`src/rtl/drum_div_seq.sv`:
```
// drum_div_seq: iterative unbiased dynamic-range approximate divider.
// Ports: clk, rst_n, in_valid/in_ready + a, b in; out_valid/out_ready + q, dbz out; busy.
module drum_div_seq #(
    parameter int WIDTH = 8,
    parameter int K     = 5
) (
    input  logic             clk,
    input  logic             rst_n,
    input  logic             in_valid,
    output logic             in_ready,
    input  logic [WIDTH-1:0] a,
    input  logic [WIDTH-1:0] b,
    output logic             out_valid,
    input  logic             out_ready,
    output logic [WIDTH-1:0] q,
    output logic             dbz,
    output logic             busy
);

    localparam int QW = K + WIDTH;
    localparam int EW = $clog2(WIDTH + 1);
    localparam int SW = $clog2(2 * WIDTH + 1);
    localparam int CW = $clog2(QW + 1);
    localparam logic [CW-1:0] LAST = CW'(QW);

    typedef enum logic [1:0] {
        S_IDLE,
        S_NORM,
        S_ITER,
        S_DONE
    } state_e;

    state_e           state_q, state_d;
    logic [WIDTH-1:0] a_q, a_d;
    logic [WIDTH-1:0] b_q, b_d;
    logic [K-1:0]     ma_q, ma_d;
    logic [K-1:0]     mb_q, mb_d;
    logic [EW-1:0]    ea_q, ea_d;
    logic [EW-1:0]    eb_q, eb_d;
    logic             zb_q, zb_d;
    logic [K:0]       rem_q, rem_d;
    logic [QW-1:0]    quo_q, quo_d;
    logic [CW-1:0]    cnt_q, cnt_d;
    logic [WIDTH-1:0] q_q, q_d;
    logic             dbz_q, dbz_d;

    // Exponent: how far the leading one sits above the K-bit window.
    function automatic logic [EW-1:0] lead_exp(input logic [WIDTH-1:0] x);
        logic [EW-1:0] e;
        e = '0;
        for (int i = K; i < WIDTH; i++) begin
            if (x[i]) e = EW'(i - (K - 1));
        end
        return e;
    endfunction

    // Truncated mantissa; the dropped tail is replaced by a forced 1 (unbiasing).
    function automatic logic [K-1:0] lead_mant(input logic [WIDTH-1:0] x,
                                               input logic [EW-1:0]    e);
        logic [WIDTH-1:0] s;
        s = x >> e;
        if (e != '0) s[0] = 1'b1;
        return s[K-1:0];
    endfunction

    logic [K:0]    rem_sh;
    logic [K:0]    mb_ext;
    logic [SW-1:0] sh;
    logic [QW-1:0] qs;

    always_comb begin
        state_d = state_q;
        a_d     = a_q;
        b_d     = b_q;
        ma_d    = ma_q;
        mb_d    = mb_q;
        ea_d    = ea_q;
        eb_d    = eb_q;
        zb_d    = zb_q;
        rem_d   = rem_q;
        quo_d   = quo_q;
        cnt_d   = cnt_q;
        q_d     = q_q;
        dbz_d   = dbz_q;
        // quo_q doubles as the dividend shifter: its MSB feeds the remainder
        rem_sh  = {rem_q[K-1:0], quo_q[QW-1]};
        mb_ext  = {1'b0, mb_q};
        sh      = SW'(WIDTH) + SW'(eb_q) - SW'(ea_q);
        qs      = quo_q >> sh;

        unique case (state_q)
            S_IDLE: begin
                if (in_valid) begin
                    a_d     = a;
                    b_d     = b;
                    state_d = S_NORM;
                end
            end
            S_NORM: begin
                ea_d    = lead_exp(a_q);
                eb_d    = lead_exp(b_q);
                ma_d    = lead_mant(a_q, ea_d);
                mb_d    = lead_mant(b_q, eb_d);
                zb_d    = (b_q == '0);
                rem_d   = '0;
                quo_d   = {ma_d, {WIDTH{1'b0}}};
                cnt_d   = '0;
                state_d = S_ITER;
            end
            S_ITER: begin
                if (cnt_q == LAST) begin
                    // All quotient bits present: final cycle renormalises.
                    q_d     = zb_q ? {WIDTH{1'b1}} : qs[WIDTH-1:0];
                    dbz_d   = zb_q;
                    state_d = S_DONE;
                end else begin
                    if (rem_sh >= mb_ext) begin
                        rem_d = rem_sh - mb_ext;
                        quo_d = {quo_q[QW-2:0], 1'b1};
                    end else begin
                        rem_d = rem_sh;
                        quo_d = {quo_q[QW-2:0], 1'b0};
                    end
                    cnt_d = cnt_q + 1'b1;
                end
            end
            S_DONE: begin
                if (out_ready) state_d = S_IDLE;
            end
            default: state_d = S_IDLE;
        endcase
    end

    always_ff @(posedge clk or negedge rst_n) begin
        if (!rst_n) begin
            state_q <= S_IDLE;
            a_q     <= '0;
            b_q     <= '0;
            ma_q    <= '0;
            mb_q    <= '0;
            ea_q    <= '0;
            eb_q    <= '0;
            zb_q    <= 1'b0;
            rem_q   <= '0;
            quo_q   <= '0;
            cnt_q   <= '0;
            q_q     <= '0;
            dbz_q   <= 1'b0;
        end else begin
            state_q <= state_d;
            a_q     <= a_d;
            b_q     <= b_d;
            ma_q    <= ma_d;
            mb_q    <= mb_d;
            ea_q    <= ea_d;
            eb_q    <= eb_d;
            zb_q    <= zb_d;
            rem_q   <= rem_d;
            quo_q   <= quo_d;
            cnt_q   <= cnt_d;
            q_q     <= q_d;
            dbz_q   <= dbz_d;
        end
    end

    assign in_ready  = (state_q == S_IDLE);
    assign busy      = (state_q != S_IDLE);
    assign out_valid = (state_q == S_DONE);
    assign q         = q_q;
    assign dbz       = dbz_q;

endmodule
```
`config.mk`:
```
export PLATFORM = sky130hd
export DESIGN_NAME = drum_div_seq
export DESIGN_NICKNAME = d
export VERILOG_FILES = /design/src/rtl/drum_div_seq.sv
export SDC_FILE = /design/constraint.sdc
export NUM_CORES = 1
export LEC_CHECK = 0
export ABC_AREA = 1
export CORE_UTILIZATION = 61
export DETAILED_ROUTE_END_ITERATION = 8
export PLACE_DENSITY_LB_ADDON = 0.3
export SLEW_MARGIN = 10
export SYNTH_ARGS = -nofsm -noshare
export SYNTH_HDL_FRONTEND = slang
export SYNTH_SLANG_ARGS = --single-unit
```
`constraint.sdc`:
```
create_clock -name clk -period 5 [get_ports clk]
set_input_delay 0.5 -clock clk [delete_from_list [all_inputs] [get_ports clk]]
set_output_delay 0.5 -clock clk [all_outputs]
set_load 0.02 [all_outputs]
```
==> results.tsv, run 1 <==
stage	metric	value	unit
run_status	status	finished, final reports clean	
placement	gpl congestion	0.8839	
worst_setup_path	crit-path max cell delay	0.60	ns
yosys	Synth Area per Inst	8.162	µm²
timing	max-slew violation count	0	
global_routing	first-pass GRT wire length	10.85	mm
timing	Final Setup Violations	0	
timing	Tmin final	2.239	ns
timing	clk_skew	0.005241	ns
drt	drt first pass iters	4	
clock_network	clk slew on worst S/H paths	0.07	ns
global_routing	largest net degree at the start of global routing	60	
global_routing	Tot GR Track Use	26.84	%
worst_setup_path	R2R Setup Slk	2.95	ns
timing	unrepaired setup endpoints after global routing	false	
timing	TNS Setup	0	ns
job	Max-cap violations	0	
placement	placed cell area	3496	µm²
clock_network	CTS max path bufs	2	
yosys	Synth Area in Simple Gates	25.38	%
worst_setup_path	Worst setup SP type	flip-flop	
finish	Layout area overhead	16.64	%
drt	WL per Instance	13.13	µm
yosys	Syn Std Cell Area	3151	µm²
yosys	adder-cell area share of the yosys netlist	6.037	%
yosys	syn nets	420	
clock_network	CTS hold repair buffers	0	
pwr	maximum vdd drop	0.0004950	V
placement	setup slack after placement	2.900	ns
worst_setup_path	Crit Path Max Fanout	4	
finish	# nets final	454	
worst_setup_path	Crit Path Class	reg2out	
drt	DRC viols	0	
yosys	post-synth top area share	46.86	%
placement	Post-DP HPWL	4.493	mm
clock_network	Setup Buffers After CTS	0	
drt	drt via density	5.442	
drt	Final Routed Wirelength	6.446	mm
worst_setup_path	most frequent cell on the critical path	inv_1	
timing	Rel. slew slack	44.08	%
yosys	Seq/Total Area, Yosys	46.86	%
yosys	post-synthesis mux area share	1.787	%
global_routing	vias in the first global route	2493	
clock_network	CTS tree	yes	
floorplan	# rows	25	
clock_network	total number of H-tree levels	3	
timing	fin crit share	44.78	%
yosys	#FFs+latches synth	59	
timing	Hold Fails Final Rpt	0	
hold_path	Hold Crit Class	in2async	
timing	final worst slack	2.761	ns
worst_setup_path	RR Startpoint	eb_q[0]	
worst_setup_path	Cell Chain, Critical Path	inv_1 > ha_1 > inv_1 > clkdlybuf4s50_1	
global_routing	grt total ovfl	0	
worst_setup_path	r2r worst-path depth	10	
yosys	Unique masters post-synth	33	
yosys	largest family of logic cells by synthesized area	simple AND/OR/NAND/NOR gates	
timing	worst hold margin	0.2946	ns
placement	dpl cells	476	
finish	share of post-route cells with drive strength above 1	8.019	%
floorplan	total core area	4848	µm²
clock_network	# clock sinks	59	
clock_network	clk_lat worst skew	0.34	ns
drt	Post-DRT Antenna Nets	0	
timing	f_max	446.6	MHz
worst_setup_path	Crit. End Element	output port	
floorplan	die width	73.87	µm
pwr	power density over the cells	683.1	nW/µm²
yosys	XOR/XNOR Fraction of Synth Area	0.8340	%
worst_setup_path	Req. time, crit path	4.50	ns
worst_setup_path	critical path arrival	1.74	ns
yosys	post-synthesis compound-gate area fraction	11.08	%
worst_setup_path	r2r endpoint	q[2]	
clock_network	CTS buffer count	9	
clock_network	root buf cell	clkbuf_8	
finish	Ant. Diodes	0	
floorplan	Starting Density	64.98	%
clock_network	Resized cells post-CTS	0	
finish	Design Area, Final	3675	µm²
drt	initial drt markers	179	
floorplan	floorplan die height	73.87	µm
floorplan	die area	5456	µm²
floorplan	io pins	32	
yosys	Cells after Synth	386	
drt	vias	2672	
pwr	Leak	1.800	nW
placement	Buffers on Ports	31	
yosys	ranking of synthesized cells by area	dfrtp_1 (47%), nand2_1 (10%), nand3_1 (7.3%)	
finish	Post-Layout Cell Count	491	
worst_setup_path	CP max-delay cell	clkdlybuf4s50_1	
timing	worst slew pin tran	0.8368	ns
yosys	Ys Warns	0	
yosys	top cell type by total area after synthesis	dfrtp_1	
global_routing	initial antenna violation count	0	
==> worst max-delay path by stage <==
stage	from	cells after the start	endpoint
4_1_cts	state_q[0]	4	busy
3_5_place_dp	in_valid	3	a_q[1]
2_1_floorplan	eb_q[0]	10	q[2]
5_1_grt	state_q[0]	4	busy
3_3_place_gp	in_valid	3	b_q[6]
6_report	state_q[0]	4	busy
==> flip-flops by register name (all words and copies together), names as in the netlist <==
| register | cells |
|---|---|
| dbz | 1 |
| quo_q | 13 |
| zb_q | 1 |
| rem_q | 5 |
| ea_q | 2 |
| mb_q | 5 |
| a_q | 8 |
| q | 8 |
| eb_q | 2 |
| b_q | 8 |
| cnt_q | 4 |
| state_q | 2 |
==> metrics by stage <==
stage / util (%) / total power [mW]
6_report: 75.79 / 2.510
5_1_grt: 75.79 / 2.724
4_1_cts: 75.79 / 2.499
3_5_place_dp: 72.10 / 2.096
3_3_place_gp: 72.10 / 2.056
2_1_floorplan: - / 1.817
==> critical path, delay by kind of cell (launching register included) <==
kind / cells / cell delay, ns
fa+ha+maj: 1 / 0.25
buf+inv: 3 / 0.78
flops: 1 / 0.38
==> synthesized netlist by cell type, drive strengths merged <==
cell     n
or2      3
nand3   47
o21ai   20
o211ai   7
nand3b   1
nor2    40
and2     1
xnor2    1
buf      7
nor3     3
clkbuf   2
inv     53
mux2     5
fa       2
o22ai   10
ha      12
a22oi    2
dfrtp   59
a21oi   20
nand2   86
a31oi    3
xor2     2
==> power breakdown <==
group	internal (mW)	leakage [nW]	switching [mW]
registers	0.669	0.723	0.128
logic	0.486	0.982	0.833
clock network	0.216	0.0953	0.179
==> layer usage <==
metal  vias up  global-route usage (%)  part of all wire, %
met5         -                       0                    0
met4         0                   11.54                  1.9
met3        13                   6.859                  4.1
met2        73                   43.02                   47
met1      1257                   34.57                   47
li1       1329                       -                    -
==> cells in the final DEF (no fill, tap or decap) <==
cell              n
clkinv_2          2
a21oi_1          20
ha_1             12
o21ai_1           2
buf_4             1
nand2_2           1
inv_4             1
o22ai_1          10
dfrtp_1          59
nand2_4           1
nor2_4            2
nor2_2            1
nor3_4            1
or2_2             3
nand2_1          84
mux2_2            5
buf_2             1
nand3_1          46
inv_1            50
a22oi_1           2
xor2_1            2
clkbuf_1          1
o211ai_1          7
fa_1              2
nor3_1            2
and2_1            1
xnor2_1           1
clkdlybuf4s50_1  30
o21ai_0          18
nand3_2           1
a31oi_1           3
inv_2             2
nand3b_1          1
clkbuf_8         12
nor2_1           37
==> cell type report <==
class | count | area, µm²
sequential | 59 | 1476
multi-input combinational | 265 | 1421
fill | 367 | 1174
timing repair buffer | 32 | 312.8
inverter | 53 | 201.4
clock buffer | 13 | 168.9
tap | 67 | 83.83
clock inverter | 2 | 10.01
==> cell families after synthesis <==
logic type | after synthesis
XOR/XNOR | 3
adder cells (fa/ha/maj) | 14
AO/OA/AOI/OAI | 62
multiplexers | 5
buffers and inverters | 62
AND/OR/NAND/NOR | 181
flip-flops | 59
Power figures use the tool's default switching activity.
==> run 2, diff against run 1 <==
--- a/config.mk
+++ b/config.mk
@@ -6,7 +6,7 @@
 export NUM_CORES = 1
 export LEC_CHECK = 0
 export ABC_AREA = 1
-export CORE_UTILIZATION = 61
+export CORE_UTILIZATION = 57
 export DETAILED_ROUTE_END_ITERATION = 8
 export PLACE_DENSITY_LB_ADDON = 0.3
 export SLEW_MARGIN = 10
==> constraint.sdc (replaced) <==
create_clock -name clk -period 2.2 [get_ports clk]
set_input_delay 0.22 -clock clk [delete_from_list [all_inputs] [get_ports clk]]
set_output_delay 0.22 -clock clk [all_outputs]
set_load 0.02 [all_outputs]
==> results.tsv, run 2 (synthesis results as in run 1) <==
stage	metric	value	unit	change
finish	# nets final	458		was 454
timing	max-slew violation count	0		unchanged
placement	placed cell area	3530	µm²	was 3496 µm²
finish	Filler Cell Count	422		was 367
global_routing	grt total ovfl	0		unchanged
clock_network	CTS buffer count	9		unchanged
pwr	Combinational Power Share	52.5	%	about the same
pwr	total power	5.924	mW	was 2.510 mW
timing	clk_skew	0.007396	ns	was 0.005241 ns
drt	drt via density	5.415		was 5.442
worst_setup_path	Cell Chain, Critical Path	ha_1 > inv_1 > fa_1 > inv_1 > nand3_1 > o211ai_1 > nand3_1 > o21ai_1 > inv_1		was inv_1 > ha_1 > inv_1 > clkdlybuf4s50_1
pwr	part of the power in the clock network	16.7	%	was 15.7%
job	Max-cap violations	0		unchanged
timing	final worst slack	0.1702	ns	was 2.761 ns
worst_setup_path	r2r worst-path depth	9		was 10
timing	worst slew pin tran	0.7238	ns	was 0.8368 ns
clock_network	clk slew on worst S/H paths	0.07	ns	about the same
timing	TNS Setup	0	ns	unchanged
finish	max reg flops	13		unchanged
drt	Post-DRT Antenna Nets	0		unchanged
finish	Ant. Diodes	0		unchanged
clock_network	CTS hold repair buffers	0		unchanged
global_routing	initial antenna violation count	0		unchanged
finish	Design Area, Final	3724	µm²	was 3675 µm²
drt	routed wire length on met2	3.316	mm	was 3.000 mm
floorplan	total core area	5205	µm²	was 4848 µm²
worst_setup_path	CP max-delay cell	fa_1		was clkdlybuf4s50_1
clock_network	CTS tree	yes		unchanged
global_routing	Tot GR Track Use	26.61	%	was 26.84%
run_status	status	finished, final reports clean		unchanged
drt	M1 WL	3.150	mm	was 3.056 mm
drt	vias	2702		was 2672
drt	met3 wire len	272	µm	was 263 µm
pwr	Leak	1.822	nW	was 1.800 nW
placement	setup slack after placement	0.2395	ns	was 2.900 ns
pwr	maximum vdd drop	0.0009437	V	was 0.0004950 V
pwr	power density over the cells	1591	nW/µm²	was 683.1 nW/µm²
worst_setup_path	Worst setup SP type	flip-flop		unchanged
pwr	P_int	3.218	mW	was 1.371 mW
drt	drt first pass iters	4		unchanged
global_routing	first-pass GRT wire length	12.21	mm	was 10.85 mm
timing	Tmin final	2.030	ns	
timing	unrepaired setup endpoints after global routing	false		unchanged
worst_setup_path	R2R Setup Slk	0.17	ns	was 2.95 ns
worst_setup_path	RR Startpoint	ea_q[0]		was eb_q[0]
placement	Buffers on Ports	31		unchanged
finish	most frequent cells in the layout	nand2_1 (84), dfrtp_1 (59), inv_1 (50)		unchanged
timing	fin crit share	92.26	%	
worst_setup_path	most frequent cell on the critical path	inv_1		unchanged
worst_setup_path	critical path arrival	2.26	ns	was 1.74 ns
floorplan	die area	5829	µm²	was 5456 µm²
worst_setup_path	Crit Path Class	reg2reg		was reg2out
finish	Layout area overhead	18.19	%	was 16.64%
timing	Hold Fails Final Rpt	0		unchanged
timing	f_max	492.7	MHz	
pwr	Switching Share	45.67	%	was 45.40%
clock_network	root buf cell	clkbuf_8		unchanged
clock_network	total number of H-tree levels	3		unchanged
clock_network	CTS max path bufs	2		unchanged
drt	DRC viols	0		unchanged
floorplan	Starting Density	60.53	%	was 64.98%
floorplan	floorplan die height	76.35	µm	was 73.87 µm
worst_setup_path	Crit path max-delay family	adder cells		was buffers and inverters
pwr	Reg power frac	30.7	%	was 31.7%
worst_setup_path	crit-path max cell delay	0.43	ns	was 0.60 ns
worst_setup_path	Crit Path Max Fanout	12		was 4
hold_path	Hold Crit Class	in2async		unchanged
drt	initial drt markers	147		was 179
placement	Post-DP HPWL	4.850	mm	was 4.493 mm
worst_setup_path	Crit. End Element	flip-flop		was output port
worst_setup_path	crit path buf inv count	3		unchanged
finish	share of post-route cells with drive strength above 1	9.091	%	was 8.019%
worst_setup_path	Req. time, crit path	2.43	ns	was 4.50 ns
finish	Reg with most FFs	quo_q		unchanged
timing	Rel. slew slack	51.75	%	was 44.08%
clock_network	Setup Buffers After CTS	0		unchanged
drt	Final Routed Wirelength	6.870	mm	was 6.446 mm
clock_network	# clock sinks	59		unchanged
timing	Final Setup Violations	0		unchanged
pwr	P_sw	2.706	mW	was 1.139 mW
drt	WL per Instance	13.77	µm	was 13.13 µm
global_routing	largest net degree at the start of global routing	60		unchanged
floorplan	die width	76.35	µm	was 73.87 µm
worst_setup_path	r2r endpoint	q[2]		unchanged
clock_network	Resized cells post-CTS	0		unchanged
clock_network	clk_lat worst skew	0.33	ns	was 0.34 ns
floorplan	io pins	32		unchanged
drt	highest routed layer	met4		unchanged
global_routing	vias in the first global route	2705		was 2493
floorplan	# rows	26		was 25
placement	gpl congestion	0.9627		was 0.8839
finish	commonest non-fill, non-tap cell in the layout	nand2_1		unchanged
==> run 2: cell types whose count changed in the layout (fill, tap and decap cells not counted), sizes merged <==
| cell | delta |
|---|---|
| buf | +4 |
| bufinv | +1 |
| clkbuf | -2 |
| clkinv | +1 |
| clkinvlp | +1 |
==> run 2: worst max path at each step <==
stage | start | end | slack (ns) | cells past startpoint
finish | ea_q[0] | q[2] | 0.17 | 9
global route | ea_q[0] | q[2] | 0.02 | 9
CTS | ea_q[0] | q[2] | 0.19 | 9
detailed placement | ea_q[0] | q[2] | 0.24 | 9
global placement | ea_q[0] | q[2] | 0.31 | 9
floorplan | eb_q[0] | q[2] | 0.34 | 10
==> run 2: area by class of cell <==
| class | count | area, µm² | area share [%] |
|---|---|---|---|
| sequential | 59 | 1476 | 39.65 |
| multi-input combinational | 265 | 1421 | 38.17 |
| timing repair buffer | 36 | 342.8 | 9.207 |
| inverter | 53 | 201.4 | 5.410 |
| clock buffer | 11 | 141.4 | 3.797 |
| tap | 70 | 87.58 | 2.352 |
| clock inverter | 5 | 52.55 | 1.411 |
==> run 2: per-stage QoR <==
| stage | std cells | hold slack, ns | utilization, % |
|---|---|---|---|
| after global routing | 499 | 0.1113 | 71.54 |
| after floorplan | 386 | -0.07559 | - |
| after global placement | 483 | 0.4087 | 67.81 |
| after CTS | 499 | 0.06041 | 71.54 |
| after detailed placement | 483 | 0.4125 | 67.81 |
| final | 499 | 0.006853 | 71.54 |
==> run 2: power by group through the flow <==
stage / combinational, mW / clock (mW) / sequential [mW]
after CTS: 3.10 / 0.995 / 1.82
after global placement: 2.98 / 0 / 1.81
after global routing: 3.53 / 1.04 / 1.88
after floorplan: 2.34 / 0 / 1.79
final: 3.11 / 0.990 / 1.82
after detailed placement: 3.06 / 0 / 1.83
==> run 2: layer usage <==
metal  vias up  GRT usage, %
met5         -             0
met4         0         11.54
met3        13         3.713
met2        64         44.68
met1      1291         34.42
li1       1334             -
==> run 3, diff against run 2 <==
--- a/config.mk
+++ b/config.mk
@@ -6,7 +6,9 @@
 export NUM_CORES = 1
 export LEC_CHECK = 0
 export ABC_AREA = 1
+export CORE_MARGIN = 4
 export CORE_UTILIZATION = 57
+export CTS_CLUSTER_SIZE = 40
 export DETAILED_ROUTE_END_ITERATION = 8
 export PLACE_DENSITY_LB_ADDON = 0.3
 export SLEW_MARGIN = 10
==> results.tsv, run 3 (synthesis results as in run 1) <==
stage	metric	value	unit	change
clock_network	clk_lat worst skew	0.34	ns	was 0.33 ns
global_routing	vias in the first global route	2697		was 2705
finish	Ant. Diodes	0		unchanged
finish	share of post-route cells with drive strength above 1	8.879	%	was 9.091%
timing	unrepaired setup endpoints after global routing	false		unchanged
worst_setup_path	RR Startpoint	quo_q[12]		was ea_q[0]
clock_network	# clock sinks	59		unchanged
placement	Post-DP HPWL	5.127	mm	was 4.850 mm
timing	Rel. slew slack	63.31	%	was 51.75%
placement	gpl congestion	0.9151		was 0.9627
timing	TNS Setup	0	ns	unchanged
worst_setup_path	r2r worst-path depth	11		was 9
drt	Post-DRT Antenna Nets	0		unchanged
finish	Design Area, Final	3726	µm²	was 3724 µm²
pwr	total power	5.875	mW	was 5.924 mW
drt	Final Routed Wirelength	7.135	mm	was 6.870 mm
finish	Layout area overhead	18.27	%	was 18.19%
clock_network	CTS tree	yes		unchanged
global_routing	first-pass GRT wire length	11.96	mm	was 12.21 mm
placement	dpl cells	482		was 483
finish	# nets final	458		unchanged
run_status	status	finished, final reports clean		unchanged
global_routing	initial antenna violation count	0		unchanged
drt	initial drt markers	261		was 147
clock_network	root buf cell	clkbuf_8		unchanged
global_routing	grt total ovfl	0		unchanged
clock_network	CTS max path bufs	2		unchanged
timing	worst hold margin	0.4221	ns	was 0.006853 ns
worst_setup_path	Worst setup SP type	flip-flop		unchanged
worst_setup_path	r2r endpoint	rem_q[0]		was q[2]
pwr	maximum vdd drop	0.001256	V	was 0.0009437 V
pwr	power density over the cells	1577	nW/µm²	was 1591 nW/µm²
job	Max-cap violations	0		unchanged
floorplan	io pins	32		unchanged
drt	drt first pass iters	5		was 4
timing	Tmin final	2.022	ns	was 2.030 ns
timing	max-slew violation count	0		unchanged
worst_setup_path	Crit Path Max Fanout	6		was 12
placement	Buffers on Ports	31		unchanged
floorplan	floorplan die height	82.35	µm	was 76.35 µm
drt	WL per Instance	14.33	µm	was 13.77 µm
hold_path	Hold Crit Class	in2async		unchanged
timing	worst slew pin tran	0.5490	ns	was 0.7238 ns
clock_network	total number of H-tree levels	3		unchanged
floorplan	# rows	26		unchanged
clock_network	clk slew on worst S/H paths	0.06	ns	was 0.07 ns
drt	DRC viols	0		unchanged
finish	commonest non-fill, non-tap cell in the layout	nand2_1		unchanged
finish	Reg with most FFs	quo_q		unchanged
timing	Final Setup Violations	0		unchanged
timing	fin crit share	91.92	%	was 92.26%
floorplan	die area	6781	µm²	was 5829 µm²
floorplan	Starting Density	60.15	%	was 60.53%
worst_setup_path	Req. time, crit path	2.43	ns	about the same
timing	f_max	494.5	MHz	was 492.7 MHz
finish	Post-Layout Cell Count	498		was 499
floorplan	total core area	5238	µm²	was 5205 µm²
finish	most frequent cells in the layout	nand2_1 (83), dfrtp_1 (59), inv_1 (50)		was nand2_1 (84), dfrtp_1 (59), inv_1 (50)
global_routing	Tot GR Track Use	23.63	%	was 26.61%
placement	placed cell area	3535	µm²	was 3530 µm²
clock_network	CTS buffer count	9		unchanged
finish	max reg flops	13		unchanged
global_routing	largest net degree at the start of global routing	60		unchanged
clock_network	Setup Buffers After CTS	0		unchanged
floorplan	die width	82.35	µm	was 76.35 µm
worst_setup_path	R2R Setup Slk	0.18	ns	was 0.17 ns
drt	vias	2740		was 2702
timing	Hold Fails Final Rpt	0		unchanged
worst_setup_path	Crit Path Class	reg2reg		unchanged
drt	drt via density	5.502		was 5.415
worst_setup_path	critical path arrival	2.25	ns	was 2.26 ns
pwr	Leak	1.822	nW	about the same
timing	clk_skew	0.006640	ns	was 0.007396 ns
worst_setup_path	Crit. End Element	flip-flop		unchanged
[run 3: repair_timing]
action,CTS,global route
hold buffers,1,0
setup endpoints to repair,0,3
resized for setup,0,1
hold endpoints to repair,59,0
[run 3: worst max-delay path: stages (launching register included)]
cell	delay [ns]
dfrtp_1	0.36
inv_1	0.07
ha_1	0.21
fa_1	0.40
inv_1	0.07
nand2_1	0.04
nand2_1	0.10
nand3_1	0.22
nand2_2	0.21
nand2_1	0.08
nand3_1	0.09
nand2_1	0.06
[run 3: stage by stage]
step | setup WS, ns | util (%)
after floorplan | 0.3410 | -
after global placement | 0.3189 | 67.49
after detailed placement | 0.1814 | 67.49
after CTS | 0.1686 | 71.09
after global routing | 0.03508 | 71.14
final | 0.1778 | 71.14
[run 3: worst max path at each step]
| stage | from | endpoint | slack (ns) | cells after the start |
|---|---|---|---|---|
| 2_1_floorplan | eb_q[0] | q[2] | 0.34 | 10 |
| 3_3_place_gp | eb_q[0] | q[2] | 0.32 | 10 |
| 3_5_place_dp | quo_q[12] | rem_q[0] | 0.18 | 11 |
| 4_1_cts | quo_q[12] | rem_q[0] | 0.17 | 11 |
| 5_1_grt | quo_q[12] | rem_q[3] | 0.04 | 12 |
| 6_report | quo_q[12] | rem_q[0] | 0.18 | 11 |
[run 3: routing by layer]
metal / up-vias / global-route usage [%] / share of wire, %
li1: 1341 / - / -
met1: 1288 / 30.74 / 44
met2: 99 / 38.62 / 49
met3: 12 / 4.989 / 5.0
met4: 0 / 9.136 / 1.8
met5: - / 0 / 0
[run 3: cell type report]
type,count,area [µm²]
clock buffer,13,168.9
timing repair buffer,36,357.8
fill,398,1511
clock inverter,2,10.01
sequential,59,1476
inverter,53,201.4
multi-input combinational,265,1424
tap,70,87.58
[run 3: where the power goes]
part / leakage, nW / internal (mW) / total (mW) / switching, mW
Sequential: 0.723 / 1.52 / 1.82 / 0.302
Clock: 0.0953 / 0.491 / 0.902 / 0.411
Combinational: 1.00 / 1.16 / 3.15 / 1.99
